==> src/rtl/firmware_config_tx.sv <==
// Config-bus transmitter: buffers host firmware-table writes in a small FIFO and
// serialises each one as a header byte, a data byte and a one-cycle idle gap.
module firmware_config_tx #(
  parameter int unsigned FIFO_DEPTH = 4,
  parameter int unsigned MAX_CHAINS = 4,
  parameter logic [7:0]  IDLE_ID    = 8'hFF
) (
  input  logic                          clk,
  input  logic                          rst_n,
  input  logic                          req_valid,
  output logic                          req_ready,
  input  logic [7:0]                    req_target,
  input  logic [2:0]                    req_field,
  input  logic [$clog2(MAX_CHAINS)-1:0] req_chain,
  input  logic [7:0]                    req_value,
  output logic [7:0]                    configId,
  output logic [7:0]                    configData,
  output logic                          busy,
  output logic                          err_pulse,
  output logic [15:0]                   tx_count
);

  localparam int unsigned CW = $clog2(MAX_CHAINS);
  localparam int unsigned AW = $clog2(FIFO_DEPTH);
  localparam int unsigned NW = AW + 1;
  localparam logic [NW-1:0] CNT_FULL = NW'(FIFO_DEPTH);
  localparam logic [NW-1:0] CNT_ZERO = NW'(1'b0);
  localparam logic [NW-1:0] CNT_ONE  = NW'(1'b1);
  localparam logic [AW-1:0] PTR_ZERO = AW'(1'b0);
  localparam logic [AW-1:0] PTR_ONE  = AW'(1'b1);

  typedef struct packed {
    logic [7:0]    target;
    logic [2:0]    field;
    logic [CW-1:0] chain;
    logic [7:0]    value;
  } req_t;

  typedef enum logic [1:0] {
    ST_IDLE = 2'd0,
    ST_HDR  = 2'd1,
    ST_DATA = 2'd2,
    ST_GAP  = 2'd3
  } state_t;

  // Header byte: top bit clear, table field, chain index zero-extended to a nibble.
  function automatic logic [7:0] hdr_byte(input req_t r);
    return {1'b0, r.field, 4'(r.chain)};
  endfunction

  req_t          mem_r [FIFO_DEPTH];
  logic [AW-1:0] wr_ptr_r;
  logic [AW-1:0] rd_ptr_r;
  logic [NW-1:0] count_r;
  state_t        state_r;
  state_t        state_nx_s;
  req_t          head_s;
  logic [7:0]    frame_tgt_r;
  logic [7:0]    frame_val_r;
  logic [7:0]    cfg_id_r;
  logic [7:0]    cfg_data_r;
  logic          err_r;
  logic [15:0]   tx_r;
  logic          accept_s;
  logic          bad_s;
  logic          push_s;
  logic          pop_s;

  assign req_ready = (count_r < CNT_FULL);
  assign accept_s  = req_valid && req_ready;
  assign bad_s     = (req_target == IDLE_ID) || (req_field > 3'd5);
  assign push_s    = accept_s && !bad_s;
  assign head_s    = mem_r[rd_ptr_r];
  assign busy      = (state_r != ST_IDLE) || (count_r != CNT_ZERO);

  assign configId   = cfg_id_r;
  assign configData = cfg_data_r;
  assign err_pulse  = err_r;
  assign tx_count   = tx_r;

  // Request storage; contents are don't-care until written.
  always_ff @(posedge clk) begin
    if (push_s) begin
      mem_r[wr_ptr_r] <= {req_target, req_field, req_chain, req_value};
    end
  end

  // FIFO pointers and occupancy; a push and pop on the same edge cancel out.
  always_ff @(posedge clk or negedge rst_n) begin
    if (!rst_n) begin
      wr_ptr_r <= PTR_ZERO;
      rd_ptr_r <= PTR_ZERO;
      count_r  <= CNT_ZERO;
    end else begin
      if (push_s) wr_ptr_r <= wr_ptr_r + PTR_ONE;
      if (pop_s)  rd_ptr_r <= rd_ptr_r + PTR_ONE;
      if (push_s && !pop_s) begin
        count_r <= count_r + CNT_ONE;
      end else if (pop_s && !push_s) begin
        count_r <= count_r - CNT_ONE;
      end else begin
        count_r <= count_r;
      end
    end
  end

  // Frame sequencer next state: a new frame may start from IDLE or straight out of GAP.
  always_comb begin
    state_nx_s = state_r;
    pop_s      = 1'b0;
    case (state_r)
      ST_IDLE, ST_GAP: begin
        if (count_r != CNT_ZERO) begin
          pop_s      = 1'b1;
          state_nx_s = ST_HDR;
        end else begin
          state_nx_s = ST_IDLE;
        end
      end
      ST_HDR:  state_nx_s = ST_DATA;
      ST_DATA: state_nx_s = ST_GAP;
      default: state_nx_s = ST_IDLE;
    endcase
  end

  // Frame sequencer state register.
  always_ff @(posedge clk or negedge rst_n) begin
    if (!rst_n) begin
      state_r <= ST_IDLE;
    end else begin
      state_r <= state_nx_s;
    end
  end

  // Bus outputs are computed from the next state so each byte appears right after its edge.
  always_ff @(posedge clk or negedge rst_n) begin
    if (!rst_n) begin
      frame_tgt_r <= 8'h00;
      frame_val_r <= 8'h00;
      cfg_id_r    <= IDLE_ID;
      cfg_data_r  <= 8'h00;
      err_r       <= 1'b0;
      tx_r        <= 16'h0000;
    end else begin
      err_r <= accept_s && bad_s;
      if (pop_s) begin
        frame_tgt_r <= head_s.target;
        frame_val_r <= head_s.value;
      end
      case (state_nx_s)
        ST_HDR: begin
          cfg_id_r   <= head_s.target;
          cfg_data_r <= hdr_byte(head_s);
        end
        ST_DATA: begin
          cfg_id_r   <= frame_tgt_r;
          cfg_data_r <= frame_val_r;
        end
        default: begin
          cfg_id_r   <= IDLE_ID;
          cfg_data_r <= 8'h00;
        end
      endcase
      if (state_r == ST_DATA) begin
        tx_r <= tx_r + 16'd1;
      end
    end
  end

endmodule

==> config.mk <==
export PLATFORM = sky130hd
export DESIGN_NAME = firmware_config_tx
export DESIGN_NICKNAME = d
export VERILOG_FILES = /design/src/rtl/firmware_config_tx.sv
export SDC_FILE = /design/constraint.sdc
export NUM_CORES = 1
export LEC_CHECK = 0
export ABC_CLOCK_PERIOD_IN_PS = 3000
export CELL_PAD_IN_SITES_DETAIL_PLACEMENT = 1
export CELL_PAD_IN_SITES_GLOBAL_PLACEMENT = 2
export CORE_MARGIN = 3
export CORE_UTILIZATION = 41
export DETAILED_ROUTE_END_ITERATION = 8
export PLACE_DENSITY_LB_ADDON = 0.1
export SYNTH_ARGS = -nofsm -noshare
export SYNTH_HDL_FRONTEND = slang
export SYNTH_SLANG_ARGS = --single-unit
export TNS_END_PERCENT = 50
==> constraint.sdc <==
create_clock -name clk -period 3 [get_ports clk]
set_input_delay 0.6 -clock clk [delete_from_list [all_inputs] [get_ports clk]]
set_output_delay 0.6 -clock clk [all_outputs]
set_load 0.01 [all_outputs]
==> flow_summary.ini, run 1 <==
[global_route]
grt_overflow = 0
grt_usage_pct = 16.9
antenna_found_initial = 0
grt_pass1_vias = 3276
grt_pass1_wl_um = 18100
grt_max_degree = 29

[detailed_routing]
drcViolationCount = 0
wl_per_cell_um = 19.4
drt_pass1_iterations = 4
ant_nets = 0
wl_um = 11500
routed-via-count = 2986
vias_per_cell = 5.02
drt_iter0_drc = 103

[finish]
finalNonFillerCells = 595
fin_area_um2 = 6930
nets = 444
diodes = 0
drive_gt1_share_pct = 19.9
finish.utilization_pct = 54.0
area_delta_synth_final_pct = 26.5

[die]
die_h_um = 122
start_util_pct = 42.7
rows = 41
core_area_um2 = 12800
fp.dieW_um = 122
dieArea_um2 = 14800
io_pins = 59

[synthesis]
synth_async_sr_flop_share_pct = 40.8
ys_seq_elements = 142
syn-cell-area_um2 = 5480
synth.area.top_cells = edfxtp_1 46%, dfrtp_1 23%, mux4_2 7.4%
avgSynthCellArea_um2 = 16.8
synth_top_cell_area_share_pct = 46.0
yosysTopAreaCell = edfxtp_1
syn_inst = 327
synth.net_count = 361
synth-edff-count = 84
synth_cell_types = 33
ys_seq_area_share_pct = 72.7
synth_flop_cell = edfxtp_1
ys_top_cells_by_count = 84 x edfxtp_1, 63 x nand2_1, 50 x dfrtp_1
yosysWarnings = 0
synth_most_common_cell = edfxtp_1

[clock_tree]
cts_buffers = 17
h-tree-depth = 4
clock_latency_ps = 430
cts_tree = yes
cts-resized-gates = 0
cts_hold_buf = 0
cts_sinks = 142
root_buffer = clkbuf_16
clk_pin_slew_ps = 60
postCtsSetupRepairBufs = 0
clk_path_buf_depth = 2

[placed_design]
port_buffers = 58
dpl_cell_area_um2 = 6310
gp_congestion = 0.731
dp_hpwl_um = 7590
place_inst = 563

[sta]
rsz0062_at_grt = no
final_hold_viol_count = 0
worst_pin_slew_ps = 681
fin_crit_ps = 2590
max_freq_mhz = 387
finalClockSkew_ps = 12.5
setup_violations = 0
drv_slew = 0
slew_headroom_pct = 54.6
fin_crit_sh_pct = 86.2
tns_ps = 0

[critical_path]
worstPathMaxFanout = 5
required_ps = 3300
critPathKind = primary input to register
critPathArrivalTime_ps = 2890
start_kind = primary input
worstSetupEndpoint = count_r[1]$_DFFE_PN0P_
end_kind = register
timing.rr.start = state_r[0]$_DFF_PN0_
ff2ff_setup_slack_ps = 620
startpoint = req_target[4]
worstReg2RegEnd = count_r[2]$_DFFE_PN0P_
rr_worst_depth = 10

[pwr]
p_total_mw = 7.29
ir_worst_vdd_mv = 0.518
p_leak_nw = 2.67
p_per_area_nw_per_um2 = 1050

[run_status]
status = finished, final reports clean

[flow_run]
maxCapViolations = 0

[hold_path]
hold_path_class = primary input to asynchronous set/reset pin
[logic make-up (layout without fill, tap and decap cells)]
kind of cell	after synthesis	count (layout)	synth area share, %
AOI/OAI and AO/OA	8	8	1.14
xor gates and xnor gates	21	21	3.36
adders and majority gates	10	10	2.42
buffers and inverters	18	114	1.99
DFF	142	142	72.7
muxes	24	24	9.45
and+or+nand+nor	104	104	8.97
[layout by cell type, fill, tap and decap left out, types with 2 or more instances in the layout]
master           count
buf_4               16
nand4_1              8
clkdlybuf4s50_1     57
nand2_1             63
and3_1               2
ha_1                 9
nand3_1             14
mux4_1               3
nor2_1               3
xor2_1               2
dfrtp_1             50
clkbuf_16           17
inv_6                5
inv_1                7
and2_1               7
xnor2_1             19
inv_8                5
a22o_1               5
and4_1               2
dfstp_2              8
mux2_2               3
bufinv_16            2
mux4_2              18
edfxtp_1            84
[report_power, final]
group          switching (mW)  internal (mW)
Clock                   0.904           1.27
Combinational            1.20           1.04
Sequential              0.268           2.60
[critical path, stage by stage]
cell             delay (ps)
clkdlybuf4s50_1         560
nand4_1                 120
o21ai_0                 390
buf_4                   200
nor3b_2                  50
ha_1                    230
inv_1                    70
fa_1                    400
mux2_2                  270
[sequential cells by signal, indices dropped and copies added, names as in the netlist]
register     flops
mem_r           84
configData       8
wr_ptr_r         2
count_r          3
configId         8
tx_count        16
state_r          2
err_pulse        1
frame_tgt_r      8
frame_val_r      8
rd_ptr_r         2
[layout make-up]
class	instances	area [µm²]
clock buffers	17	425
clock inverters	15	193
multi-input cells	167	1390
well taps	172	215
repair buffers	74	696
inverters	8	30.0
flip-flops and latches	142	3980
fillers	1198	5890
[through the flow]
| stage | hold slack, ps | setup WS, ps |
|---|---|---|
| finish | 218 | 414 |
| global route | 248 | 310 |
| CTS | 214 | 473 |
| detailed placement | 463 | 25.2 |
| global placement | 452 | 97.7 |
| floorplan | 304 | 703 |
[worst min-delay path by stage]
stage / start / end / slack, ps / cells after the start
after floorplan: rst_n / configData[0]$_DFF_PN0_ / 300 / 0
after detailed placement: frame_val_r[2]$_DFFE_PN0P_ / frame_val_r[2]$_DFFE_PN0P_ / 460 / 2
after global placement: frame_val_r[7]$_DFFE_PN0P_ / frame_val_r[7]$_DFFE_PN0P_ / 450 / 2
after global routing: rst_n / frame_val_r[1]$_DFFE_PN0P_ / 250 / 1
final: rst_n / tx_count[7]$_DFFE_PN0P_ / 220 / 1
after CTS: rst_n / configData[0]$_DFF_PN0_ / 210 / 1
[per-layer routing]
metal	track usage (%)	part of all wire, %
met5	0	0
met4	5.67	1.5
met3	5.48	3.8
met2	28.4	51
met1	20.8	44
No activity file was read; power rests on OpenSTA's default activity.
==> run 2: changes to the inputs <==
ABC_CLOCK_PERIOD_IN_PS = 3200   (was 3000)
CORE_MARGIN = unset   (was 3)
CORE_UTILIZATION = 44   (was 41)
clock period = 3.2 ns   (was 3 ns; I/O delays follow)
==> run 2 against run 1 <==
Via count down 1.7%. Clock-buffer cell count up 2. Die area down 13%. Non-clock buffer count down 2. Sequential share of layout area up 0.083 points. Sequential power down 5%. Critical path depth up 1. Utilization up 3.3 points. Critical path type unchanged.
==> flow_summary.ini, run 2 (same netlist as run 1, synthesis figures left out) <==
[clock_tree]
root_buffer = clkbuf_16
clk_pin_slew_ps = 60
cts_buffers = 17
cts_tree = yes
cts_hold_buf = 0
clock_latency_ps = 410
clk_path_buf_depth = 2
h-tree-depth = 4
cts-resized-gates = 0
postCtsSetupRepairBufs = 0
cts_sinks = 142

[sta]
final_hold_viol_count = 0
setup_violations = 0
fin_hold_ws_ps = 103
fin_crit_sh_pct = 81.1
drv_slew = 0
slew_headroom_pct = 51.2
rsz0062_at_grt = no
max_freq_mhz = 385
finalClockSkew_ps = 9.62
worst_pin_slew_ps = 732
tns_ps = 0
fin_crit_ps = 2600

[pwr]
p_per_area_nw_per_um2 = 992
p_leak_nw = 2.67
combPwrFrac_pct = 30.0
clkPwrFrac_pct = 30.4
netSwitchingPower_mw = 2.07
internal-power_mw = 4.79
ir_worst_vdd_mv = 0.637
swShare_pct = 30.2
seqPwrFrac_pct = 39.7

[critical_path]
max_stage_delay_ps = 480
critPathKind = primary input to register
cp_slowest_cell = clkdlybuf4s50_1
start_kind = primary input
timing.rr.start = state_r[1]$_DFF_PN0_
worstReg2RegEnd = count_r[2]$_DFFE_PN0P_
worstPathMaxFanout = 7
path_cells = clkdlybuf4s50_1 -> nand4_1 -> o21ai_0 -> nor3b_2 -> ha_1 -> inv_1 -> fa_1 -> xor2_1 -> nor2_1 -> xnor2_1
rr_worst_depth = 10
ff2ff_setup_slack_ps = 820
end_kind = register
critPathArrivalTime_ps = 2940
required_ps = 3540

[global_route]
antenna_found_initial = 0
grt_usage_pct = 18.6
grt_pass1_vias = 3155
grt_pass1_wl_um = 17200
grt_max_degree = 48
grt_overflow = 0

[placed_design]
port_buffers = 58
gp_congestion = 0.691
place_inst = 557
dp_hpwl_um = 7020

[die]
fp.dieW_um = 114
start_util_pct = 45.4
io_pins = 59
core_area_um2 = 12100
dieArea_um2 = 12900
die_h_um = 114
rows = 40

[finish]
top_register = mem_r
nets = 442
mostFrequentLayoutCells = 84 x edfxtp_1, 63 x nand2_1, 57 x clkdlybuf4s50_1
layout_commonest_cell = edfxtp_1
diodes = 0
area_delta_synth_final_pct = 26.3
finalNonFillerCells = 589
drive_gt1_share_pct = 18.8
largest_reg_flops = 84

[detailed_routing]
wl_um = 10500
ant_nets = 0
drcViolationCount = 0
vias_per_cell = 4.98
drt_iter0_drc = 135
wl_per_cell_um = 17.9
routed-via-count = 2936
drt_pass1_iterations = 4

[flow_run]
maxCapViolations = 0

[run_status]
status = finished, final reports clean

[hold_path]
hold_path_class = primary input to asynchronous set/reset pin
## run 2: per-stage QoR
| step | power, mW | utilization, % | worst slack, ps | instance area [µm²] |
|---|---|---|---|---|
| floorplan | 4.07 | - | 903 | 5480 |
| global placement | 4.79 | 52.2 | 227 | 6290 |
| detailed placement | 4.85 | 52.2 | 123 | 6290 |
| CTS | 6.97 | 57.4 | 563 | 6920 |
| global route | 7.28 | 57.4 | 443 | 6920 |
| finish | 6.86 | 57.4 | 604 | 6920 |
## run 2: layout make-up
type	count	area [µm²]
clock inverter	13	195
fill	1124	5140
tap	168	210
timing repair buffer	72	681
inverter	8	30.0
sequential	142	3980
clock buffer	19	433
multi-input combinational	167	1390
## run 2: routing by layer
layer  wire length (µm)  global-route usage, %  part of all wire (%)
met3                392                   6.38                   3.7
met5                  0                      0                     0
met1               4960                   25.1                    47
met4                108                   6.05                   1.0
met2               5080                   28.5                    48
## run 2: critical path, delay by kind of cell
kind	cells	cell delay [ps]
adders and majority gates	2	650
and+or+nand+nor	3	660
xor gates and xnor gates	2	270
buffers and inverters	2	540
AOI/OAI and AO/OA	1	170
## run 2: worst max-delay path by stage
| stage | from | end | slack, ps | cells past startpoint |
|---|---|---|---|---|
| 2_1_floorplan | state_r[0]$_DFF_PN0_ | count_r[1]$_DFFE_PN0P_ | 900 | 9 |
| 3_3_place_gp | req_target[6] | count_r[2]$_DFFE_PN0P_ | 230 | 10 |
| 3_5_place_dp | req_target[6] | count_r[2]$_DFFE_PN0P_ | 120 | 10 |
| 4_1_cts | req_target[6] | count_r[2]$_DFFE_PN0P_ | 560 | 10 |
| 5_1_grt | req_target[6] | count_r[2]$_DFFE_PN0P_ | 440 | 10 |
| 6_report | req_target[6] | count_r[2]$_DFFE_PN0P_ | 600 | 10 |
## run 2: power groups by stage
| stage | combinational [mW] | sequential [mW] | clock (mW) |
|---|---|---|---|
| floorplan | 1.37 | 2.70 | 0 |
| global placement | 2.05 | 2.74 | 0 |
| detailed placement | 2.09 | 2.76 | 0 |
| CTS | 2.11 | 2.73 | 2.13 |
| global route | 2.29 | 2.78 | 2.20 |
| finish | 2.06 | 2.72 | 2.08 |
==> run 3: changes to the inputs <==
ABC_CLOCK_PERIOD_IN_PS = 2700   (was 3200)
CORE_UTILIZATION = 41   (was 44)
clock period = 2.7 ns   (was 3.2 ns; I/O delays follow)
==> run 3 against run 2 <==
Clock-buffer cell count is 4 higher. Via count is 2.9% higher. Largest power group unchanged. Sequential power grew 19%. Critical path type unchanged. Clock power increased by 14%. Design area up 0.83%. Total power is 18% higher. Flip-flop and latch count did not move. Combinational power grew 20%. Setup slack worse by 320 ps. Routed wire length up 5.1%. Cell count increased by 2.2%.
==> flow_summary.ini, run 3 (same netlist as run 1, synthesis figures left out) <==
[run_status]
status = finished, final reports clean

[finish]
diodes = 0
n_fill_cell = 1232
multiInputGateArea_um2 = 1390
area_delta_synth_final_pct = 27.3
mostFrequentLayoutCells = 84 x edfxtp_1, 63 x nand2_1, 57 x clkdlybuf4s50_1
layout_commonest_cell = edfxtp_1
nets = 451
largest_reg_flops = 84
top_register = mem_r
ff_latch_area_um2 = 3980
fin_area_um2 = 6980
drive_gt1_share_pct = 20.2

[clock_tree]
h-tree-depth = 4
postCtsSetupRepairBufs = 0
clk_path_buf_depth = 2
cts_buffers = 17
cts_sinks = 142
cts_hold_buf = 0
clk_pin_slew_ps = 60
clock_latency_ps = 420
root_buffer = clkbuf_16
cts_tree = yes
cts-resized-gates = 0

[critical_path]
timing.rr.start = state_r[0]$_DFF_PN0_
startpoint = req_target[5]
start_kind = primary input
worstPathMaxFanout = 5
required_ps = 3000
critPathKind = primary input to register
critPathArrivalTime_ps = 2720
end_kind = register

[detailed_routing]
drt_pass1_iterations = 4
vias_per_cell = 5.02
ant_nets = 0
wl_um = 11100
wl_per_cell_um = 18.4
routed-via-count = 3021
drcViolationCount = 0
drt_iter0_drc = 129

[die]
io_pins = 59
die_h_um = 118
core_area_um2 = 12800
rows = 41
dieArea_um2 = 13800
start_util_pct = 42.7
fp.dieW_um = 118

[placed_design]
dp_hpwl_um = 7260
dpl_cell_area_um2 = 6380
port_buffers = 58
gp_congestion = 0.688
pre_cts_slack_ps = -135

[sta]
fin_hold_ws_ps = 189
drv_slew = 0
fin_crit_ps = 2410
fin_crit_sh_pct = 89.4
rsz0062_at_grt = no
setup_violations = 0
finalWorstSetupSlack_ps = 285
slew_headroom_pct = 47.6
finalClockSkew_ps = 7.94
final_hold_viol_count = 0
worst_pin_slew_ps = 786
max_freq_mhz = 414

[pwr]
p_per_area_nw_per_um2 = 1160
p_leak_nw = 2.70
ir_worst_vdd_mv = 0.548

[global_route]
grt_max_degree = 34
grt_pass1_vias = 3265
grt_pass1_wl_um = 17900
grt_overflow = 0
grt_usage_pct = 17.7
antenna_found_initial = 0

[hold_path]
hold_path_class = primary input to asynchronous set/reset pin

[flow_run]
maxCapViolations = 0
==> run 3: report_power, final <==
| part | internal [mW] | switching, mW |
|---|---|---|
| clock | 1.50 | 0.865 |
| combinational | 1.18 | 1.30 |
| sequential | 2.88 | 0.347 |
| total | 5.57 | 2.51 |
==> run 3: per-layer routing <==
metal / part of all wire, % / GRT usage (%) / up-vias
met2: 51 / 29.5 / 62
li1: - / - / 1376
met1: 44 / 21.4 / 1571
met3: 4.4 / 6.15 / 12
met5: 0 / 0 / -
met4: 1.4 / 6.25 / 0
==> run 3: worst max-delay path: stages <==
cell	delay, ps
clkdlybuf4s50_1	550
nand4_1	120
o21ai_0	330
buf_4	190
nor3b_2	50
ha_1	220
inv_1	70
fa_1	390
mux2_2	260
==> run 3: through the flow <==
step	utilization, %	std cells	TNS (ps)	total power [mW]
final	54.4	602	0	8.08
after global routing	54.4	602	0	8.56
after CTS	54.4	602	0	8.22
after detailed placement	49.7	570	-217	5.80
after global placement	49.7	570	-153	5.73
after floorplan	-	327	0	4.82
==> run 3: final timing paths <==
check	end	slack [ps]	cells after the start
max	count_r[1]$_DFFE_PN0P_	290	9
min	tx_count[15]$_DFFE_PN0P_	190	1
max reg2reg	count_r[2]$_DFFE_PN0P_	330	10
min reg2reg	tx_count[15]$_DFFE_PN0P_	470	1
max in group asynchronous	configId[5]$_DFF_PN1_	1770	2
min in group clk	tx_count[15]$_DFFE_PN0P_	470	1
==> run 3: layout make-up <==
class,instances,area share (%)
repair buffers,81,10.9
flip-flops and latches,142,57.1
inverters,8,0.430
clock buffers,23,6.70
well taps,172,3.08
clock inverters,9,1.90
multi-input cells,167,19.9
